`src/rtl/pixel_pkg.sv`:
```
// pixel_pkg: shared widths, depths and reader state encoding for the pixel RAM reader.
package pixel_pkg;
   localparam int ADDR_W     = 18;
   localparam int PIX_W      = 24;
   localparam int MEM_DEPTH  = 4096;
   localparam int MEM_AW     = $clog2(MEM_DEPTH);
   localparam int CNT_W      = 13;
   localparam int FIFO_DEPTH = 4;
   localparam int FCNT_W     = $clog2(FIFO_DEPTH) + 1;
   typedef enum logic [1:0] {S_IDLE, S_FETCH, S_DRAIN, S_FINISH} state_t;
endpackage

```
`src/rtl/pix_fifo.sv`:
```
// pix_fifo: show-ahead synchronous FIFO with occupancy count.
//  i_ck/i_rst_n : clock, async active-low reset (storage cleared so head reads 0)
//  i_push/i_data: write side; i_pop: consume head
//  o_data/o_valid: head entry and non-empty flag; o_count: occupancy 0..DEPTH
module pix_fifo #(
   parameter int W     = 24,
   parameter int DEPTH = 4
) (
   input  logic                     i_ck,
   input  logic                     i_rst_n,
   input  logic                     i_push,
   input  logic [W-1:0]             i_data,
   input  logic                     i_pop,
   output logic [W-1:0]             o_data,
   output logic                     o_valid,
   output logic [$clog2(DEPTH):0]   o_count
);
   localparam int AW = $clog2(DEPTH);
   localparam int CW = AW + 1;
   logic [W-1:0]  r_mem [DEPTH];
   logic [AW-1:0] r_wr, r_rd;
   logic [CW-1:0] r_count;
   logic          w_push, w_pop;
   // a pop frees the slot this cycle, so push at full is fine when popping
   assign w_pop   = i_pop & (r_count != '0);
   assign w_push  = i_push & ((r_count != CW'(DEPTH)) | w_pop);
   assign o_data  = r_mem[r_rd];
   assign o_valid = r_count != '0;
   assign o_count = r_count;
   always_ff @(posedge i_ck or negedge i_rst_n) begin
      if (!i_rst_n) begin
         for (int i = 0; i < DEPTH; i++) r_mem[i] <= '0;
         r_wr    <= '0;
         r_rd    <= '0;
         r_count <= '0;
      end else begin
         if (w_push) begin
            r_mem[r_wr] <= i_data;
            r_wr        <= r_wr + 1'b1;
         end
         if (w_pop) r_rd <= r_rd + 1'b1;
         r_count <= r_count + CW'(w_push) - CW'(w_pop);
      end
   end
endmodule

```
`src/rtl/ram_pixel_reader.sv`:
```
// ram_pixel_reader: fetches a run of pixels from the pixel RAM and streams them over valid/ready.
//  i_ck/i_rst_n           : clock, async active-low reset
//  i_start/i_base_addr/i_pix_cnt : run request (sampled in IDLE), first word, length 0..4096
//  o_busy/o_done          : run in progress / one-cycle completion pulse
//  o_a/o_oe/o_we/i_q      : RAM port (registered address, read data valid next edge)
//  o_pix_data/o_pix_valid/i_pix_ready/o_pix_last : output stream
//  o_cksum                : running sum of streamed pixels, only with PIXEL_READER_CKSUM_EN
module ram_pixel_reader
   import pixel_pkg::*;
(
   input  logic              i_ck,
   input  logic              i_rst_n,
   input  logic              i_start,
   input  logic [ADDR_W-1:0] i_base_addr,
   input  logic [CNT_W-1:0]  i_pix_cnt,
   output logic              o_busy,
   output logic              o_done,
   output logic [ADDR_W-1:0] o_a,
   output logic              o_oe,
   output logic              o_we,
   input  logic [PIX_W-1:0]  i_q,
   output logic [PIX_W-1:0]  o_pix_data,
   output logic              o_pix_valid,
   input  logic              i_pix_ready,
   output logic              o_pix_last
`ifdef PIXEL_READER_CKSUM_EN
   ,output logic [PIX_W-1:0] o_cksum
`endif
);
   state_t             r_state, w_next;
   logic [CNT_W-1:0]   r_cnt, r_issued, r_popped, w_idx;
   logic [MEM_AW-1:0]  r_off, w_off;
   logic [ADDR_W-1:0]  r_a;
   logic               r_inflight;
   logic [FCNT_W-1:0]  w_fifo_cnt, w_fill;
   logic               w_start, w_issue, w_hs;
   pix_fifo #(.W(PIX_W), .DEPTH(FIFO_DEPTH)) u_fifo (
      .i_ck    (i_ck),
      .i_rst_n (i_rst_n),
      .i_push  (r_inflight),
      .i_data  (i_q),
      .i_pop   (w_hs),
      .o_data  (o_pix_data),
      .o_valid (o_pix_valid),
      .o_count (w_fifo_cnt)
   );
   assign w_start    = (r_state == S_IDLE) & i_start;
   // words already in the FIFO plus the one the RAM is returning must leave room
   assign w_fill     = w_fifo_cnt + FCNT_W'(r_inflight);
   assign w_issue    = (w_start & (i_pix_cnt != '0)) |
                       ((r_state == S_FETCH) & (r_issued < r_cnt) & (w_fill < FCNT_W'(FIFO_DEPTH)));
   assign w_off      = w_start ? i_base_addr[MEM_AW-1:0] : r_off;
   assign w_idx      = w_start ? '0 : r_issued;
   assign w_hs       = o_pix_valid & i_pix_ready;
   assign o_pix_last = o_pix_valid & (r_popped == r_cnt - 1'b1);
   assign o_a        = r_a;
   always_comb begin
      w_next = r_state;
      o_busy = r_state != S_IDLE;
      o_done = r_state == S_FINISH;
      o_oe   = (r_state == S_FETCH) | (r_state == S_DRAIN);
      o_we   = 1'b0;
      case (r_state)
         S_IDLE:  if (i_start) w_next = (i_pix_cnt == '0) ? S_FINISH : S_FETCH;
         S_FETCH: if (r_issued == r_cnt) w_next = S_DRAIN;
         S_DRAIN: if (w_hs & o_pix_last) w_next = S_FINISH;
         default: w_next = S_IDLE;
      endcase
   end
   always_ff @(posedge i_ck or negedge i_rst_n) begin
      if (!i_rst_n) begin
         r_state    <= S_IDLE;
         r_cnt      <= '0;
         r_issued   <= '0;
         r_popped   <= '0;
         r_off      <= '0;
         r_a        <= '0;
         r_inflight <= 1'b0;
      end else begin
         r_state    <= w_next;
         r_inflight <= w_issue;
         if (w_start) begin
            r_cnt    <= i_pix_cnt;
            r_issued <= '0;
            r_popped <= '0;
         end
         if (w_issue) begin
            r_a      <= ADDR_W'(w_off);
            r_off    <= w_off + 1'b1;
            r_issued <= w_idx + 1'b1;
         end
         if (w_hs) r_popped <= r_popped + 1'b1;
      end
   end
`ifdef PIXEL_READER_CKSUM_EN
   logic [PIX_W-1:0] r_cksum;
   assign o_cksum = r_cksum;
   always_ff @(posedge i_ck or negedge i_rst_n) begin
      if (!i_rst_n) r_cksum <= '0;
      else if (w_start) r_cksum <= '0;
      else if (w_hs) r_cksum <= r_cksum + o_pix_data;
   end
`endif
endmodule

```
`config.mk`:
```
export PLATFORM = sky130hd
export DESIGN_NAME = ram_pixel_reader
export DESIGN_NICKNAME = d
export VERILOG_FILES = /design/src/rtl/pixel_pkg.sv /design/src/rtl/pix_fifo.sv /design/src/rtl/ram_pixel_reader.sv
export SDC_FILE = /design/constraint.sdc
export NUM_CORES = 1
export LEC_CHECK = 0
export CORE_MARGIN = 1
export CORE_UTILIZATION = 25
export CTS_CLUSTER_SIZE = 25
export DETAILED_ROUTE_END_ITERATION = 16
export DONT_BUFFER_PORTS = 1
export GPL_ROUTABILITY_DRIVEN = 0
export SYNTH_ARGS = -nofsm -noshare
export SYNTH_HDL_FRONTEND = slang
export SYNTH_SLANG_ARGS = --single-unit
export TNS_END_PERCENT = 20
```
`constraint.sdc`:
```
create_clock -name i_ck -period 3.6 [get_ports i_ck]
set_clock_uncertainty 0.05 [all_clocks]
set_input_delay 0.54 -clock i_ck [delete_from_list [all_inputs] [get_ports i_ck]]
set_output_delay 0.54 -clock i_ck [all_outputs]
set_load 0.01 [all_outputs]
```
# Word level (Yosys, flattened, before mapping)
# Cells that the tools add are included.
# Widths: inputs -> output; s select.
[totals]
regBits = 169
latchBits = 0
ram_bits = 0
romBits = 0
inputBits = 59
out_inout_bits = 48
word_cells = 75
memories = 0
[classes]
add_sub_neg = 9
n_mul = 0
div_mod_pow = 0
magnitude_cmp = 5
n_eq_ne = 9
shift = 0
muxes = 16
bitwise = 14
n_reduce_logical = 8
[ops]
columns = ["operator", "count"]
rows = [
  ["$bwmux 96", 1],
  ["$mux 24", 3],
  ["$mux 13", 4],
  ["$bmux 24 s2", 1],
  ["$demux 24 s2", 1],
  ["$add 13x1->13 const B", 2],
  ["$eq 13x13->1", 2],
  ["$logic_not 13->1", 1],
  ["$lt 13x13->1", 1],
  ["$reduce_bool 13->1", 1],
  ["$sub 13x1->13 const B", 1],
  ["$add 12x1->12 const B", 1],
  ["$mux 12", 1],
  ["$and 1x1->1", 9],
  ["$mux 2", 4],
  ["$add 3x1->3", 2],
  ["$ge 3x3->1 const B", 2],
  ["$not 2->3", 2],
  ["$pmux 2 s3", 1],
  ["$add 2x1->2 const B", 2],
  ["$eq 2x2->1 const B", 2],
  ["$ne 2x1->1 const B", 2],
  ["$reduce_bool 2->1", 2],
  ["$lt 3x1->1 const B", 1],
  ["10 further kinds", 12],
]

# Depth between registers and ports, before layout
# Gate-level depths: netlist of run 1.
[depth]
ltp_word = 7
ltp_mapped = 15
depth_no_buf = 12

# By module
# Synthesis of run 1 repeated with hierarchy kept, for this count alone.
[unflattened]
hier_cells = 789
hier_area_um2 = 8999.9
[by_module_without_submodules]
columns = ["module", "instances", "cells_per_inst", "area_each_um2", "seq_area_each_um2"]
rows = [
  ["pix_fifo", 1, 268, 4574.4, 2577.5],
  ["ram_pixel_reader", 1, 521, 4425.5, 1651.6],
]

# Worst setup path after synthesis of run 1
# OpenSTA, ideal clock, no wires.
[synth_timing]
path_kind = "flip-flop to flip-flop"
from = "register r_state[0]"
to = "register r_off[10]"
setup_ns = 0.133
t_arrival_ns = 3.206
t_required_ns = 3.417
setup_slack_ns = 0.211
path_stages_with_launch = 16
n_path_buf = 3
synth_period_minus_slack_ns = 3.389
cell_sequence = "dfrtp_1 > inv_1 > ha_1 > nand2_1 > clkbuf_1 > clkbuf_1 > clkbuf_1 > nand2_1 > nand2_1 > ha_1 > o21ai_0 > nor3_1 > nand2_1 > o21a_1 > o31ai_1 > o21ai_0"
[synth_via]
elab_chain_len = 4
elab_cells_between_ends = 9
classes_between = "add/sub (1); eq/ne (1); mux (1); bitwise (5); reduce/logical (1)"
[synth_lines]
columns = ["element", "line", "source"]
rows = [
  ["start, declared", "ram_pixel_reader.sv:30", "state_t r_state, w_next;"],
  ["start signal, assigned", "ram_pixel_reader.sv:80", "r_state <= w_next;"],
  ["$logic_not 2->1", "ram_pixel_reader.sv:47", "assign w_start = (r_state == S_IDLE) & i_start;"],
  ["$and 1x1->1", "ram_pixel_reader.sv:47", ""],
  ["$mux 12", "ram_pixel_reader.sv:52", "assign w_off = w_start ? i_base_addr[MEM_AW-1:0] : r_off;"],
  ["via w_off[1]", "ram_pixel_reader.sv:32", "logic [MEM_AW-1:0] r_off, w_off;"],
  ["$add 12x1->12", "ram_pixel_reader.sv:89", "r_off <= w_off + 1'b1;"],
  ["end signal, assigned", "ram_pixel_reader.sv:89", ""],
  ["end, declared", "ram_pixel_reader.sv:32", ""],
]
# The timed path passes the listed nets, and every way through them passes these cells.
# A chain may end at the register's enable or synchronous reset.

# Worst setup path after layout of run 1
[layout_timing]
from = "register r_cnt[0]"
to = "output port o_pix_last"
[layout_via]
elab_chain_len = 3
[layout_lines]
columns = ["element", "line", "source"]
rows = [
  ["start, declared", "ram_pixel_reader.sv:31", "logic [CNT_W-1:0] r_cnt, r_issued, r_popped, w_idx;"],
  ["start signal, assigned", "ram_pixel_reader.sv:83", "r_cnt <= i_pix_cnt;"],
  ["$sub 13x1->13", "ram_pixel_reader.sv:55", "assign o_pix_last = o_pix_valid & (r_popped == r_cnt - 1'b1);"],
  ["$eq 13x13->1", "ram_pixel_reader.sv:55", ""],
  ["$and 1x1->1", "ram_pixel_reader.sv:55", ""],
  ["end, declared", "ram_pixel_reader.sv:25", "output logic o_pix_last"],
]
# Every way passes these cells.

==> results of run 1 <==
==> cell families (layout without fill, tap and decap cells) <==
family / Yosys count / in the layout / synth area share
AOI/OAI and AO/OA: 148 / 148 / 0.104
xor gates and xnor gates: 25 / 25 / 0.0250
adders and majority gates: 29 / 29 / 0.0422
buffers and inverters: 72 / 75 / 0.0345
muxes: 131 / 131 / 0.199
DFF: 169 / 169 / 0.482
other: 1 / 8 / 0.000428
and+or+nand+nor: 203 / 203 / 0.112
==> how the worst max path moves through the flow <==
stage	startpoint	depth (start not counted)	slack [ns]	endpoint
floorplan	r_state[0]	15	0.21	r_off[10]
global placement	i_pix_cnt[1]	8	0.35	r_issued[0]
detailed placement	i_pix_cnt[1]	8	0.35	r_issued[0]
CTS	r_cnt[0]	7	0.20	o_pix_last
global route	r_cnt[0]	7	0.02	o_pix_last
finish	r_cnt[0]	7	0.25	o_pix_last
==> state kept, by name (all words and copies together) (netlist names) <==
signal          count
o_a                12
r_cnt              13
r_inflight          1
u_fifo.r_rd         2
u_fifo.r_wr         2
u_fifo.o_count      3
r_state             2
u_fifo.r_mem       96
r_issued           13
r_off              12
r_popped           13
==> synthesized netlist by cell type, drive strengths merged (3+ instances only) <==
master	n
and3	16
nand4	5
o211ai	4
o311ai	3
a21o	3
a31oi	7
nor3	10
dfrtp	169
nand2b	3
or3	9
mux2i	6
nor2	35
xor2	8
clkbuf	28
o21a	3
o21ai	55
nand3	27
mux2	101
a2111oi	3
or4	5
xnor2	17
a21oi	39
nor4	7
a211oi	3
nand2	71
mux4	24
inv	28
and2	5
o31ai	11
buf	16
ha	28
==> what timing repair did <==
item	4_1_cts	5_1_grt
setup buffers	0	0
resized for setup	0	0
hold endpoints to repair	169	169
endpoints found under the setup margin	0	0
==> final cells by class <==
| type | count | area, µm² | area share |
|---|---|---|---|
| Inverter | 28 | 105 | 0.0106 |
| Multi-Input combinational cell | 543 | 4270 | 0.432 |
| Antenna cell | 1 | 2.50 | 0.000253 |
| Tap cell | 455 | 569 | 0.0576 |
| Clock buffer | 17 | 425 | 0.0430 |
| Sequential cell | 169 | 4230 | 0.428 |
| Clock inverter | 15 | 175 | 0.0177 |
| Timing Repair Buffer | 15 | 113 | 0.0114 |
==> where the power goes <==
group | switching, µW | internal [µW] | leakage [µW] | total, µW
Sequential | 652 | 2760 | 0.00207 | 3420
Clock | 873 | 995 | 0.000294 | 1870
Combinational | 1860 | 1770 | 0.00178 | 3630
Total | 3390 | 5530 | 0.00414 | 8920
==> routing by layer <==
layer / global-route usage / share of wire / wire [µm]
met3: 0.0378 / 0.064 / 1250
met4: 0.0431 / 0.019 / 364
met1: 0.140 / 0.44 / 8670
met5: 0 / 0 / 0
met2: 0.187 / 0.48 / 9340
==> worst register-to-register path: stages, from the launching register on <==
cell and delay, ns:
dfrtp_1 0.44, inv_1 0.11, ha_1 0.24, buf_4 0.22, and3_1 0.21, a21oi_1 0.10
a2111oi_0 0.80, nand4b_1 0.34, mux2_2 0.35, o21ai_0 0.14, o21ai_0 0.10
==> stage by stage <==
step	power, µW	cells	worst slack (ns)	util
final	8920	1243	0.246	0.286
after CTS	9060	1242	0.196	0.286
after floorplan	6240	784	0.211	-
after global routing	9620	1243	0.0205	0.286
after global placement	7010	1210	0.346	0.269
after detailed placement	7140	1210	0.348	0.269
==> reports/metrics.cfg, run 1 <==
[outcome]
status = finished, violations left
violations = negative hold slack

[min_path]
hp-class = in -> async

[clock_network]
cts_tree = done
cts.sinks = 169
cts.htree.levels = 4
cts_buffers = 17
clk_pin_slew_worst_paths_ns = 0.07
worstSkewPairLatency_ns = 0.44
clk_path_buf_depth = 2
cts-root-buf = clkbuf_16

[synth]
synth_top_area_cell = dfrtp_1
synth-seq-cells = 169
synth_edf_count = 0
yosysSeqAreaShare = 0.482
ys_types = 63
ys.flop_type = dfrtp_1
netlist_instances = 778
yosys_warnings = 0
synth_area_leaders = dfrtp_1 (48%), mux2_2 (13%), mux4_2 (6.2%)
syn_area_mm2 = 0.00877
avgSynthCellArea_um2 = 11.3
yosys.area.top_type_share = 0.482
async_reset_ff_frac = 1.00

[job]
drv_cap = 0

[floorplanning]
fp.dieArea_mm2 = 0.0358
die_w_um = 189
rows = 68
fp.dieH_um = 189
coreArea_mm2 = 0.0345
ios = 107
start_util = 0.254

[timing]
maxSlewHeadroom = 0.293
hold_viol_final = 169
setup_viol = 0
fin_hold_ws_ns = -0.251
grt_setup_unrepaired = no
min_period_ns = 3.35
fin_crit_sh = 0.932
fin_tns_setup_ns = 0
max_freq_ghz = 0.298
drv_slew = 0
worst_slew_pin_slew_ns = 1.06

[routing]
drc = 0
drtAntennaViolNets = 0
drt_first_iter_violations = 284
vias = 5941
wire_per_inst_um = 15.8
wl_mm = 19.6
drtPass1Iterations = 5
vias_per_cell = 4.78

[critical_path]
end_kind = output pin
cp_max_fo = 6
crit_arrival_ns = 2.76
max_stage_delay_ns = 0.58
crit_family = compound AO/OA/AOI/OAI gates
startpoint_type = register
critical_path_class = reg -> out
timing.rr.end = r_off[11]
cp_cell_sequence = inv_1 -> ha_1 -> or4b_1 -> nor2_1 -> o311ai_1 -> a2111oi_2 -> o2111a_2
cp_data_required_time_ns = 3.01
r2r_start = r_state[1]
path_buf_inv = 1
reg2reg_depth = 10
cpMaxStageDelayCell = or4b_1
reg2reg_slack_ns = 0.34

[layout]
fin_area_mm2 = 0.00989
drive_above_1_share = 0.227
n_fill_cell = 3591
layout_common_cells = dfrtp_1 (168), mux2_2 (100), nand2_1 (71), o21ai_0 (54), a21oi_1 (39)
area_delta_synth_final_pct = 12.8
fin_nets = 862
final_common_cell = dfrtp_1

[grt]
grt_pass1_wl_mm = 32.2
antenna_found_initial = 1
grt_max_degree = 170
grt_pass1_vias = 6034
grt_usage = 0.115
globalRouteOverflowTotal = 0

[power_and_ir_drop]
power.density_mw_per_mm2 = 902
leakagePower_uw = 0.00414
max-vdd-ir-drop_v = 0.000470

[placed_design]
placed_area_mm2 = 0.00929
port_buffers = 0
place_hpwl_mm = 13.5

Power figures use the tool's default switching activity.
==> inputs of run 2 (changes only) <==
Settings changed: MAX_ROUTING_LAYER from default to met4.
==> reports/metrics.cfg, run 2 (same netlist as run 1, synthesis figures left out) <==
[outcome]
status = finished, violations left
violations = negative hold slack

[floorplanning]
fp.dieArea_mm2 = 0.0358
start_util = 0.254
rows = 68
ios = 107
fp.dieH_um = 189
coreArea_mm2 = 0.0345
die_w_um = 189

[layout]
layout_common_cells = dfrtp_1 (168), mux2_2 (100), nand2_1 (71), o21ai_0 (54), a21oi_1 (39)
drive_above_1_share = 0.227
n_fill_cell = 3591
final_cells = 1243
area_delta_synth_final_pct = 12.8
fin_nets = 862
final_common_cell = dfrtp_1
top_register = u_fifo.r_mem
largest_reg_flops = 96

[power_and_ir_drop]
pwr-share-seq = 0.382
pwr-share-comb = 0.408
max-vdd-ir-drop_v = 0.000475
switching_share = 0.381
leakagePower_uw = 0.00414
pwr-share-clk = 0.210
p_switching_uw = 3400
intPower_uw = 5530
power.density_mw_per_mm2 = 903

[critical_path]
reg2reg_slack_ns = 0.35
r2r_start = r_state[1]
critical_path_class = reg -> out
timing.rr.end = r_off[11]
endpoint = o_pix_last
crit_arrival_ns = 2.76
end_kind = output pin
startpoint_type = register
cp_data_required_time_ns = 3.01
cp_max_fo = 6
reg2reg_depth = 10
crit_start = r_cnt[0]

[routing]
drtPass1Iterations = 5
highest_layer = met4
drt_first_iter_violations = 283
drtAntennaViolNets = 0
wl_mm = 19.8
vias = 5971
vias_per_cell = 4.80
wire_per_inst_um = 15.9
drt-met1-wl_mm = 8.78
wl_met2_mm = 9.47
wl_met3_mm = 1.19
drc = 0

[grt]
globalRouteOverflowTotal = 0
antenna_found_initial = 1
grt_max_degree = 170
grt_pass1_wl_mm = 32.2
grt_usage = 0.118
grt_pass1_vias = 6029

[clock_network]
cts_buffers = 17
cts.htree.levels = 4
cts-root-buf = clkbuf_16
post-cts-setup-buffers = 0
worstSkewPairLatency_ns = 0.44
cts_tree = done
clk_path_buf_depth = 2
cts_resized = 0
cts.sinks = 169
clk_pin_slew_worst_paths_ns = 0.07

[timing]
grt_setup_unrepaired = no
worst_slew_pin_slew_ns = 1.06
max_freq_ghz = 0.298
fin_hold_ws_ns = -0.250
fin_crit_sh = 0.931
drv_slew = 0
fin_tns_setup_ns = 0
min_period_ns = 3.35
hold_viol_final = 169
setup_viol = 0
worst_slack_ns = 0.248
maxSlewHeadroom = 0.291

[min_path]
hp-class = in -> async

[job]
drv_cap = 0

[placed_design]
dp_slack_ns = 0.348
place_hpwl_mm = 13.5
placed_cells = 1210
port_buffers = 0

run 2: cell type report:
class / instances / area (µm²) / area share
well taps: 455 / 569 / 0.0576
flip-flops and latches: 169 / 4230 / 0.428
repair buffers: 15 / 113 / 0.0114
inverters: 28 / 105 / 0.0106
multi-input cells: 543 / 4270 / 0.432
diodes: 1 / 2.50 / 0.000253
clock buffers: 17 / 425 / 0.0430
clock inverters: 15 / 175 / 0.0177
run 2: power groups by stage:
stage | combinational [µW] | sequential (µW) | clock (µW)
floorplan | 3030 | 3200 | 0
global placement | 3590 | 3420 | 0
detailed placement | 3680 | 3460 | 0
CTS | 3690 | 3420 | 1940
global route | 4060 | 3540 | 2020
finish | 3640 | 3410 | 1880
run 2: how the worst min path moves through the flow:
stage | start | to | slack [ns] | cells past startpoint
global route | i_rst_n | u_fifo.r_mem[25] | -0.29 | 0
global placement | i_rst_n | r_popped[9] | 0.20 | 0
detailed placement | i_rst_n | r_popped[9] | 0.20 | 0
finish | i_rst_n | u_fifo.r_mem[74] | -0.25 | 0
floorplan | i_rst_n | o_a[0] | 0.19 | 0
CTS | i_rst_n | r_issued[11] | -0.29 | 0
run 2: metrics by stage:
stage                     total power [µW]   util  area (µm²)
final                                 8930  0.286        9890
after global routing                  9620  0.286        9890
after CTS                             9060  0.286        9890
after detailed placement              7140  0.269        9290
after global placement                7010  0.269        9290
after floorplan                       6240      -        8790
run 2: layer usage:
| metal | track usage | vias up |
|---|---|---|
| li1 | - | 2818 |
| met1 | 0.141 | 2997 |
| met2 | 0.186 | 136 |
| met3 | 0.0367 | 20 |
| met4 | 0.0431 | 0 |
| met5 | - | - |
run 2: critical path, cell delays in order (launching register included):
cell	delay (ns)
dfrtp_1	0.45
inv_1	0.10
ha_1	0.19
or4b_1	0.58
nor2_1	0.18
o311ai_1	0.13
a2111oi_2	0.33
o2111a_2	0.36
